### config.mk
export PLATFORM = sky130hd
export DESIGN_NAME = stream_arbiter
export DESIGN_NICKNAME = d
export VERILOG_FILES = /design/src/rtl/stream_arbiter.sv
export SDC_FILE = /design/constraint.sdc
export NUM_CORES = 1
export LEC_CHECK = 0
export CORE_MARGIN = 2
export CORE_UTILIZATION = 45
export DETAILED_ROUTE_END_ITERATION = 10
export GPL_ROUTABILITY_DRIVEN = 1
export GPL_TIMING_DRIVEN = 0
export PLACE_DENSITY_LB_ADDON = 0.1
export RECOVER_POWER = 50
export SLEW_MARGIN = 20
export SYNTH_ARGS = -nofsm -noshare
export SYNTH_HDL_FRONTEND = slang
export SYNTH_SLANG_ARGS = --single-unit
export TNS_END_PERCENT = 20
### constraint.sdc
create_clock -name clock -period 4.85 [get_ports clock]
set_input_delay 0.485 -clock clock [delete_from_list [all_inputs] [get_ports clock]]
set_output_delay 0.485 -clock clock [all_outputs]
set_load 0.02 [all_outputs]
### src/rtl/stream_arbiter.sv
// Round-robin arbiter for NUM_INPUTS valid/ready requesters into one registered output stage.
// A packet holds the output until its last beat is accepted.
module stream_arbiter #(
  parameter int NUM_INPUTS = 4,
  parameter int WIDTH_BITS = 8,
  localparam int INDEX_BITS = $clog2(NUM_INPUTS)
) (
  input  logic                             clock,
  input  logic                             reset,
  input  logic [NUM_INPUTS-1:0]            input_valid,
  output logic [NUM_INPUTS-1:0]            input_ready,
  input  logic [NUM_INPUTS*WIDTH_BITS-1:0] input_data,
  input  logic [NUM_INPUTS-1:0]            input_last,
  output logic                             output_valid,
  input  logic                             output_ready,
  output logic [WIDTH_BITS-1:0]            output_data,
  output logic                             output_last,
  output logic [INDEX_BITS-1:0]            output_index
);

  typedef enum logic {IDLE, LOCKED} state_t;

  state_t                  state_q, state_d;
  logic [INDEX_BITS-1:0]   lock_q, lock_d;
  logic [INDEX_BITS-1:0]   last_grant_q, last_grant_d;
  logic                    valid_q, valid_d;
  logic [WIDTH_BITS-1:0]   data_q, data_d;
  logic                    last_q, last_d;
  logic [INDEX_BITS-1:0]   index_q, index_d;

  logic [WIDTH_BITS-1:0]   in_data_arr [NUM_INPUTS];
  logic [INDEX_BITS-1:0]   grant_idx;
  logic [INDEX_BITS-1:0]   cand_idx;
  logic                    grant_found;
  logic [INDEX_BITS-1:0]   sel_idx;
  logic                    can_load;
  logic                    in_hs;

  genvar gi;
  generate
    for (gi = 0; gi < NUM_INPUTS; gi++) begin : g_unpack
      assign in_data_arr[gi] = input_data[gi*WIDTH_BITS +: WIDTH_BITS];
    end
  endgenerate

  assign can_load = !valid_q || output_ready;

  // Scan starts just after the previous winner so that every requester gets a turn.
  always_comb begin
    grant_idx   = '0;
    grant_found = 1'b0;
    cand_idx    = '0;
    for (int k = 1; k <= NUM_INPUTS; k++) begin
      cand_idx = INDEX_BITS'((int'(last_grant_q) + k) % NUM_INPUTS);
      if (!grant_found && input_valid[cand_idx]) begin
        grant_found = 1'b1;
        grant_idx   = cand_idx;
      end
    end
  end

  always_comb begin
    input_ready = '0;
    sel_idx     = (state_q == LOCKED) ? lock_q : grant_idx;
    if (!reset) begin
      if (state_q == LOCKED) begin
        input_ready[lock_q] = can_load;
      end else if (grant_found) begin
        input_ready[grant_idx] = can_load;
      end
    end
  end

  assign in_hs = |(input_valid & input_ready);

  always_comb begin
    state_d      = state_q;
    lock_d       = lock_q;
    last_grant_d = last_grant_q;
    valid_d      = valid_q;
    data_d       = data_q;
    last_d       = last_q;
    index_d      = index_q;
    if (in_hs) begin
      valid_d = 1'b1;
      data_d  = in_data_arr[sel_idx];
      last_d  = input_last[sel_idx];
      index_d = sel_idx;
      if (input_last[sel_idx]) begin
        state_d      = IDLE;
        last_grant_d = sel_idx;
      end else begin
        state_d = LOCKED;
        lock_d  = sel_idx;
      end
    end else if (output_ready) begin
      valid_d = 1'b0;
    end
  end

  always_ff @(posedge clock) begin
    if (reset) begin
      state_q      <= IDLE;
      lock_q       <= '0;
      last_grant_q <= INDEX_BITS'(NUM_INPUTS - 1);
      valid_q      <= 1'b0;
      data_q       <= '0;
      last_q       <= 1'b0;
      index_q      <= '0;
    end else begin
      state_q      <= state_d;
      lock_q       <= lock_d;
      last_grant_q <= last_grant_d;
      valid_q      <= valid_d;
      data_q       <= data_d;
      last_q       <= last_d;
      index_q      <= index_d;
    end
  end

  assign output_valid = valid_q;
  assign output_data  = data_q;
  assign output_last  = last_q;
  assign output_index = index_q;

endmodule

==> results of run 1 <==
## registers in the layout (all words and copies together) (netlist names)
register      flops
output_index      2
output_valid      1
output_last       1
last_grant_q      2
output_data       8
state_q           1
lock_q            2
## worst min path at each step
stage                     end
2_1_floorplan       lock_q[1]
3_3_place_gp   output_data[4]
3_5_place_dp   output_data[6]
4_1_cts        output_data[6]
5_1_grt        output_data[2]
6_report       output_data[6]
## power groups by stage
stage	registers [mW]	clock network, mW	logic [mW]
after floorplan	0.289	0	0.448
after global placement	0.240	0	0.720
after detailed placement	0.242	0	0.740
after CTS	0.240	0.0752	0.744
after global routing	0.244	0.0824	0.786
final	0.240	0.0729	0.719
## logic make-up (layout without fill, tap and decap cells)
kind of cell           after synthesis  count (layout)
AO/OA/AOI/OAI                       60              60
multiplexers                         2               2
buffers and inverters               14              76
flip-flops                          17              17
AND/OR/NAND/NOR                     72              72
## routing by layer
layer | vias up | track usage | wire, um
met5 | - | 0 | 0
met4 | 0 | 0.0930 | 48
met2 | 64 | 0.403 | 1920
met3 | 4 | 0.0379 | 243
met1 | 689 | 0.340 | 1820
li1 | 748 | - | -
## area by class of cell
cell class | count | area (sq um)
Multi-Input combinational cell | 134 | 867
Fill cell | 223 | 836
Timing Repair Buffer | 58 | 581
Sequential cell | 17 | 340
Buffer | 10 | 53.8
Tap cell | 31 | 38.8
Clock buffer | 4 | 26.3
Inverter | 4 | 15.0
## cells in the final DEF (no fill, tap or decap), types with 4 or more instances in the layout
cell / count
dfxtp_1: 17
a311o_1: 10
buf_2: 4
nor2b_1: 5
a221oi_1: 5
inv_1: 4
nor2_1: 13
nand2_1: 31
clkdlybuf4s50_1: 46
and3_1: 8
a21oi_1: 14
nand3_1: 6
clkbuf_1: 4
dlygate4sd3_1: 12
## worst max-delay path, delay by kind of cell
| family | cells | cell delay (ns) |
|---|---|---|
| buffers and inverters | 2 | 1.06 |
| AND/OR/NAND/NOR | 3 | 0.83 |
| AO/OA/AOI/OAI | 1 | 0.25 |
## per-stage QoR
step                      instance area (sq um)  cells
final                                      1920    258
after global routing                       1920    258
after CTS                                  1940    258
after detailed placement                   1920    254
after global placement                     1920    254
after floorplan                            1300    165
==> metrics.cfg, run 1 <==
[synth]
yosys.area.top_type = dfxtp_1
ys_async_sr_fraction = 0
syn-instance-count = 165
synth_top_family_by_area = compound AO/OA/AOI/OAI gates
ys_ff_latch = 17
yosys_warnings = 0
synth-main-ff-cell = dfxtp_1
synthTopCellsByCount = nand2_1 (31), dfxtp_1 (17), a21oi_1 (13), nor2_1 (13), a311o_1 (10)
synth_area_sq_um = 1300
avgSynthCellArea_sq_um = 7.86
seq_area_frac_synth = 0.262
synth_top_area_frac = 0.262
synth_adder_area_share = 0
ys_types = 46
synth_mux_area_frac = 0.0174
synth_compound_area_frac = 0.401
synthSimpleGateAreaFrac = 0.266
yosysMostFrequentCell = nand2_1
syn_nets = 208
synthTopCellsByArea = dfxtp_1 (26%), nand2_1 (9.0%), a311o_1 (7.7%)
synth_edf_count = 0
synthXorXnorAreaFrac = 0

[die]
die_area_sq_um = 3330
core_sq_um = 2760
start_util = 0.471
die_x_um = 57.7
pin_count = 59
die_h_um = 57.7
num_rows = 19

[critical_path]
timing.rr.start = state_q
r2r_cells = 6
cpMostUsedCell = clkdlybuf4s50_1
worstSetupEndpoint = input_ready[2]
crit_path_start = input_valid[2]
critical_path.max_stage_delay_ns = 0.54
slowest_stage = nor4_1
end_kind = output pin
worstPathArrival_ns = 2.63
r2r_slack_ns = 2.55
start_kind = input port
critPathKind = input port to output pin
cp_max_fo = 5
crit_chain = clkdlybuf4s50_1 -> nor4_1 -> nor3_1 -> a41oi_1 -> nor2_1 -> clkdlybuf4s50_1
r2r_end = lock_q[1]
required_ns = 4.37

[grt]
gr-total-overflow = 0
grt_pass1_vias = 1417
grt_max_degree = 11
grtUsageTotal = 0.250
grt_pass1_wl_um = 6510
antenna_found_initial = 0

[pwr]
p_leak_nw = 0.772
intPower_uw = 543
finalPower_mw = 1.03
power_switching_share = 0.474
switchingPower_uw = 489
p_comb_frac = 0.697
ir_drop_mv = 0.439
power_density_nw_per_um2 = 537
seq_power_share = 0.233
clockPowerShare = 0.071

[worst_hold_path]
hp-start = output_data[6]
hold_path.class = flip-flop to flip-flop
whs_path_depth = 2

[cts]
ctsHoldBuffers = 0
path_clk_slew_ns = 0.09
root_buffer = clkbuf_4
htree_levels = 1
cts_setup_buffers = 0
clockBufferDepth = 2
cts_resized = 0
cts_tree = done
clock_latency_ns = 0.28
numCtsBuffers = 3
numClockSinks = 17

[route]
drc_errors = 0
wl_per_cell_um = 15.6
vias = 1505
dr.first_iter.drc_count = 115
wl_um = 4030
ant_nets = 0
firstDrtPassIters = 4
viasPerCell = 5.83

[timing]
relSlewSlack = 0.557
finalCriticalPeriod_ns = 3.12
tightestPinTransition_ns = 0.661
setup_viol = 0
max_freq_mhz = 321
whs_ns = 0.449
fin_ws_ns = 1.73
drv_slew = 0
hold_viol = 0
finalSetupTns_ns = 0
rsz0062_at_grt = false
fin_crit_sh = 0.643
fin_worst_skew_ns = 0.00167

[final_layout]
drive_gt1_frac = 0.115
area_growth_pct = 48.1
fin_util = 0.697
diodes = 0
final_net_count = 271

[placed_design]
io_buffers = 58
dp_slack_ns = 1.88
hpwl_um = 3230
gp_congestion = 0.839

[outcome]
status = completed

[flow_run]
max-cap-violations = 0

No activity file was read; power rests on OpenSTA's default activity.
==> run 2: changes to the inputs <==
Settings changed: CORE_UTILIZATION 45 to 41.
Clock period 4.85 ns to 3.08 ns, I/O delays scaled along.
==> run 2 against run 1 <==
  * Flip-flop and latch count unchanged
  * First-iteration DRC count decreased by 1.7%
  * Critical path depth unchanged
  * Via count rose by 1.1%
  * Total power is 59% higher
  * Cell count up 5.0%
  * Largest cell class unchanged
  * Design area is 1.1% higher
  * Combinational power up 60%
  * Largest power group unchanged
==> metrics.cfg, run 2 (synthesis gave the netlist of run 1 again) <==
[critical_path]
r2r_slack_ns = 0.89  ; -1.66 ns
worstPathArrival_ns = 2.41  ; -0.22 ns
worst-path-buf-inv = 2  ; unchanged
cp_top_family = buffers and inverters
timing.rr.start = last_grant_q[0]
crit_chain = clkdlybuf4s50_1 -> nor4_1 -> nor3_2 -> a41oi_1 -> nor2_1 -> clkdlybuf4s50_1
cp_max_fo = 5  ; unchanged
r2r_end = lock_q[1]
cp.depth = 6  ; unchanged
r2r_cells = 6  ; unchanged
critical_path.max_stage_delay_ns = 0.57  ; +0.03 ns
cpMostUsedCell = clkdlybuf4s50_1
start_kind = input port
slowest_stage = nor4_1
end_kind = output pin
required_ns = 2.77  ; -1.60 ns
critPathKind = input port to output pin

[final_layout]
area_growth_pct = 49.8
diodes = 0  ; unchanged
drive_gt1_frac = 0.119  ; +0.00441
final_area_sq_um = 1940  ; +1.1%
layout_commonest_cell = clkdlybuf4s50_1
final_net_count = 271  ; unchanged
layout_common_cells = clkdlybuf4s50_1 (46), nand2_1 (31), dfxtp_1 (17), a21oi_1 (14), nor2_1 (13)
largest_reg_flops = 8  ; unchanged
finalNonFillerCells = 271  ; +5.0%

[route]
wl_um = 4270  ; +6.1%
viasPerCell = 5.62  ; -3.7%
drc_errors = 0  ; unchanged
wl_met2_um = 2020  ; +5.3%
met3WireLength_um = 212  ; -13%
ant_nets = 0  ; unchanged
drt-met1-wl_um = 1990  ; +9.4%
maxUsedRoutingLayer = met4
wl_per_cell_um = 15.8  ; +0.97%
dr.first_iter.drc_count = 113  ; -1.7%
firstDrtPassIters = 4  ; unchanged
vias = 1522  ; +1.1%

[timing]
fin_worst_skew_ns = 0.000807  ; -0.000861 ns
fin_ws_ns = 0.358  ; -1.37 ns
finalSetupTns_ns = 0  ; unchanged
fin_crit_sh = 0.884
setup_viol = 0  ; unchanged
max_freq_mhz = 367
drv_slew = 0  ; unchanged
tightestPinTransition_ns = 0.679  ; +0.0182 ns
rsz0062_at_grt = false
hold_viol = 0  ; unchanged
relSlewSlack = 0.545  ; -0.0122
finalCriticalPeriod_ns = 2.72

[placed_design]
placed_area_sq_um = 1930  ; +0.85%
hpwl_um = 3390  ; +4.7%
io_buffers = 58  ; unchanged
gp_congestion = 0.841  ; +0.25%
dp_slack_ns = 0.453  ; -1.42 ns
dp.cells = 267  ; +5.1%

[cts]
numClockSinks = 17  ; unchanged
cts_resized = 0  ; unchanged
clock_latency_ns = 0.29  ; about the same
cts_setup_buffers = 0  ; unchanged
numCtsBuffers = 3  ; unchanged
ctsHoldBuffers = 0  ; unchanged
cts_tree = done
path_clk_slew_ns = 0.10  ; about the same
root_buffer = clkbuf_4
clockBufferDepth = 2  ; unchanged
htree_levels = 1  ; unchanged

[die]
die_h_um = 60.3  ; +4.4%
num_rows = 20  ; +1
die_x_um = 60.3  ; +4.4%
pin_count = 59  ; unchanged
start_util = 0.429  ; -0.0420
die_area_sq_um = 3630  ; +9.1%
core_sq_um = 3030  ; +9.8%

[grt]
antenna_found_initial = 0  ; unchanged
gr-total-overflow = 0  ; unchanged
grt_pass1_wl_um = 6860  ; +5.3%
grt_max_degree = 11  ; unchanged
grt_pass1_vias = 1493  ; +5.4%
grtUsageTotal = 0.248  ; -0.00190

[worst_hold_path]
hold_end = output_data[0]
whs_path_depth = 2  ; unchanged
hold_path.class = flip-flop to flip-flop
hp-start = output_data[0]

[flow_run]
max-cap-violations = 0  ; unchanged

[pwr]
finalPower_mw = 1.64  ; +59%
switchingPower_uw = 791  ; +62%
power_density_nw_per_um2 = 846  ; +58%
power_switching_share = 0.481  ; +0.00710
p_leak_nw = 0.774  ; +0.22%
intPower_uw = 853  ; +57%
seq_power_share = 0.229  ; -0.004
ir_drop_mv = 0.625  ; +42%
p_comb_frac = 0.700  ; +0.003
clockPowerShare = 0.071  ; about the same

[outcome]
status = completed

## run 2: worst max-delay path by stage
stage | start | endpoint | slack [ns]
global placement | input_valid[3] | output_data[3] | 0.53
floorplan | output_valid | lock_q[0] | 1.19
CTS | input_valid[3] | input_ready[2] | 0.49
detailed placement | input_valid[3] | output_data[3] | 0.45
global route | input_valid[2] | input_ready[2] | 0.27
finish | input_valid[2] | input_ready[2] | 0.36
## run 2: layout make-up
type                    count  area, sq um
clock inverters             1         5.00
fillers                   271         1080
repair buffers             58          581
clock buffers               3         22.5
flip-flops and latches     17          340
plain buffers              10         52.6
inverters                   4         15.0
well taps                  44         55.1
multi-input cells         134          872
## run 2: metrics by stage
step | hold WS, ns | utilization
4_1_cts | 0.464 | 0.648
3_5_place_dp | 0.448 | 0.638
2_1_floorplan | 0.381 | -
5_1_grt | 0.485 | 0.642
3_3_place_gp | 0.440 | 0.638
6_report | 0.456 | 0.642
## run 2: per-layer routing
layer / GRT usage / vias to the layer above
met5: 0 / -
met4: 0.0635 / 0
met3: 0.0195 / 6
met2: 0.419 / 55
met1: 0.339 / 710
li1: - / 751
## run 2: worst reg2reg max path, delay by kind of cell, from the launching register on
kind,cells,cell delay [ns]
DFF,1,0.47
and+or+nand+nor,1,0.19
AOI/OAI and AO/OA,5,1.44
## run 2: power groups by stage
| stage | Sequential [mW] | Clock (mW) | Combinational, mW |
|---|---|---|---|
| global route | 0.390 | 0.129 | 1.25 |
| CTS | 0.378 | 0.120 | 1.18 |
| global placement | 0.377 | 0 | 1.14 |
| finish | 0.376 | 0.117 | 1.15 |
| floorplan | 0.455 | 0 | 0.705 |
| detailed placement | 0.381 | 0 | 1.18 |
==> run 3: changes to the inputs <==
Settings changed: CORE_UTILIZATION 41 to 37, CTS_CLUSTER_DIAMETER set to 100.
Clock period 3.08 ns to 2.3 ns, I/O delays scaled along.
==> run 3 against run 2 <==
  * Non-clock buffer count is 1 higher
  * Critical path depth is 2 higher
  * Clock power rose by 36%
  * Die area grew 10%
  * Core utilization decreased by 4.1 points
  * Combinational power rose by 37%
  * Clock skew rose by 0.0024 ns
==> metrics.cfg, run 3 (synthesis gave the netlist of run 1 again) <==
[outcome]
status = completed

[critical_path]
slowest_stage = clkdlybuf4s50_1
crit_path_start = input_valid[2]
timing.rr.start = last_grant_q[0]
required_ns = 2.49  ; -0.28 ns
crit_chain = clkdlybuf4s50_1 -> o21bai_2 -> nand2_1 -> clkbuf_1 -> nand3_1 -> o221ai_1 -> and2_1 -> a221o_1
worst-path-buf-inv = 2  ; unchanged
cp_top_family = compound AO/OA/AOI/OAI gates
critPathKind = input port to flip-flop
start_kind = input port
critical_path.max_stage_delay_ns = 0.54  ; -0.03 ns
cp_max_fo = 10  ; +5
end_kind = flip-flop
worstPathArrival_ns = 2.40  ; about the same

[timing]
hold_viol = 0  ; unchanged
relSlewSlack = 0.525  ; -0.0201
tightestPinTransition_ns = 0.710  ; +0.0301 ns
setup_viol = 0  ; unchanged
fin_crit_sh = 0.962
finalCriticalPeriod_ns = 2.21
max_freq_mhz = 452
fin_worst_skew_ns = 0.00317  ; +0.00237 ns
drv_slew = 0  ; unchanged
rsz0062_at_grt = true

[route]
viasPerCell = 5.60  ; -0.32%
wl_per_cell_um = 15.2  ; -3.7%
ant_nets = 0  ; unchanged
drc_errors = 0  ; unchanged
firstDrtPassIters = 4  ; unchanged
dr.first_iter.drc_count = 88  ; -22%
vias = 1534  ; +0.79%
wl_um = 4160  ; -2.6%

[die]
pin_count = 59  ; unchanged
start_util = 0.386  ; -0.0427
die_h_um = 63.2  ; +4.9%
core_sq_um = 3360  ; +11%
die_area_sq_um = 4000  ; +10%
die_x_um = 63.2  ; +4.9%
num_rows = 21  ; +5.0%

[final_layout]
fin_util = 0.601  ; -0.0405
nFillCells = 337  ; +24%
final_net_count = 272  ; +0.37%
diodes = 0  ; unchanged
area_growth_pct = 55.8
drive_gt1_frac = 0.162  ; +0.0433
layout_commonest_cell = clkdlybuf4s50_1
layout_common_cells = clkdlybuf4s50_1 (41), nand2_1 (31), dfxtp_1 (17), nor2_1 (13), a21oi_1 (13)
largest_reg_flops = 8  ; unchanged

[cts]
htree_levels = 1  ; unchanged
cts_tree = done
numClockSinks = 17  ; unchanged
root_buffer = clkbuf_4
clockBufferDepth = 2  ; unchanged
path_clk_slew_ns = 0.09  ; about the same
numCtsBuffers = 3  ; unchanged
ctsHoldBuffers = 0  ; unchanged
clock_latency_ns = 0.29  ; about the same

[grt]
antenna_found_initial = 0  ; unchanged
grtUsageTotal = 0.211  ; -0.0377
gr-total-overflow = 0  ; unchanged
grt_pass1_wl_um = 6880  ; +0.31%
grt_pass1_vias = 1474  ; -1.3%
grt_max_degree = 11  ; unchanged

[placed_design]
hpwl_um = 3300  ; -2.7%
gp_congestion = 0.836  ; -0.59%
io_buffers = 58  ; unchanged

[pwr]
power_density_nw_per_um2 = 1110  ; +31%
p_leak_nw = 0.829  ; +7.1%
finalPower_mw = 2.25  ; +37%
ir_drop_mv = 0.573  ; -8.2%

[flow_run]
max-cap-violations = 0  ; unchanged

[worst_hold_path]
hp-start = output_data[6]
hold_path.class = flip-flop to flip-flop

[run 3: cell types whose count changed in the layout (fill, tap and decap cells not counted), moves of 2 or more]
cell and delta:
a221oi_1 -4, a221oi_2 +4, clkdlybuf4s50_1 -5, dlygate4sd2_1 +3, dlymetal6s2s_1 +2
[run 3: path summary, 6_finish.rpt]
path | to | slack [ns] | cells after the start
setup / recovery | last_grant_q[1] | 0.09 | 8
hold / removal | output_data[6] | 0.45 | 2
setup reg to reg | lock_q[1] | 0.23 | 6
hold reg to reg | output_data[6] | 0.45 | 2
[run 3: what timing repair did]
item / CTS / global route
gates cloned: 0 / 0
setup endpoints to repair: 4 / 6
buffers inserted: 0 / 1
pin swaps: 0 / 1
gates resized for setup: 8 / 6
[run 3: metrics by stage]
stage          hold slack [ns]  std cells  TNS (ns)  cell area (sq um)  setup slack [ns]
2_1_floorplan            0.303        165         0               1300             0.405
6_report                 0.455        274         0               2020            0.0880
3_5_place_dp             0.446        269     -2.44               1940            -0.271
4_1_cts                  0.460        273   -0.0708               1980           -0.0708
3_3_place_gp             0.442        269     -1.65               1940            -0.189
5_1_grt                  0.481        274   -0.0609               2020           -0.0609
[run 3: power by group]
| group | switching (mW) | total [mW] | internal (mW) |
|---|---|---|---|
| Combinational | 0.902 | 1.58 | 0.683 |
| Clock | 0.0912 | 0.159 | 0.0675 |
| Sequential | 0.0834 | 0.504 | 0.420 |
| Total | 1.08 | 2.25 | 1.17 |
[run 3: area by class of cell]
cell class	count	area, sq um	area share
repair buffers	59	589	0.291
inverters	4	15.0	0.00743
clock buffers	4	26.3	0.0130
flip-flops and latches	17	340	0.168
well taps	46	57.6	0.0285
plain buffers	10	53.8	0.0266
multi-input cells	134	940	0.465
[run 3: layer usage]
metal | up-vias | global-route usage | routed length [um]
met2 | 53 | 0.359 | 1990
met3 | 3 | 0.0232 | 187
li1 | 752 | - | -
met4 | 0 | 0.0571 | 25
met1 | 726 | 0.282 | 1960
met5 | - | 0 | 0
[run 3: worst reg2reg max path: cells and delay by family (launching register included)]
family / cells / cell delay [ns]
AND/OR/NAND/NOR: 2 / 0.66
flip-flops: 1 / 0.49
AO/OA/AOI/OAI: 4 / 0.83
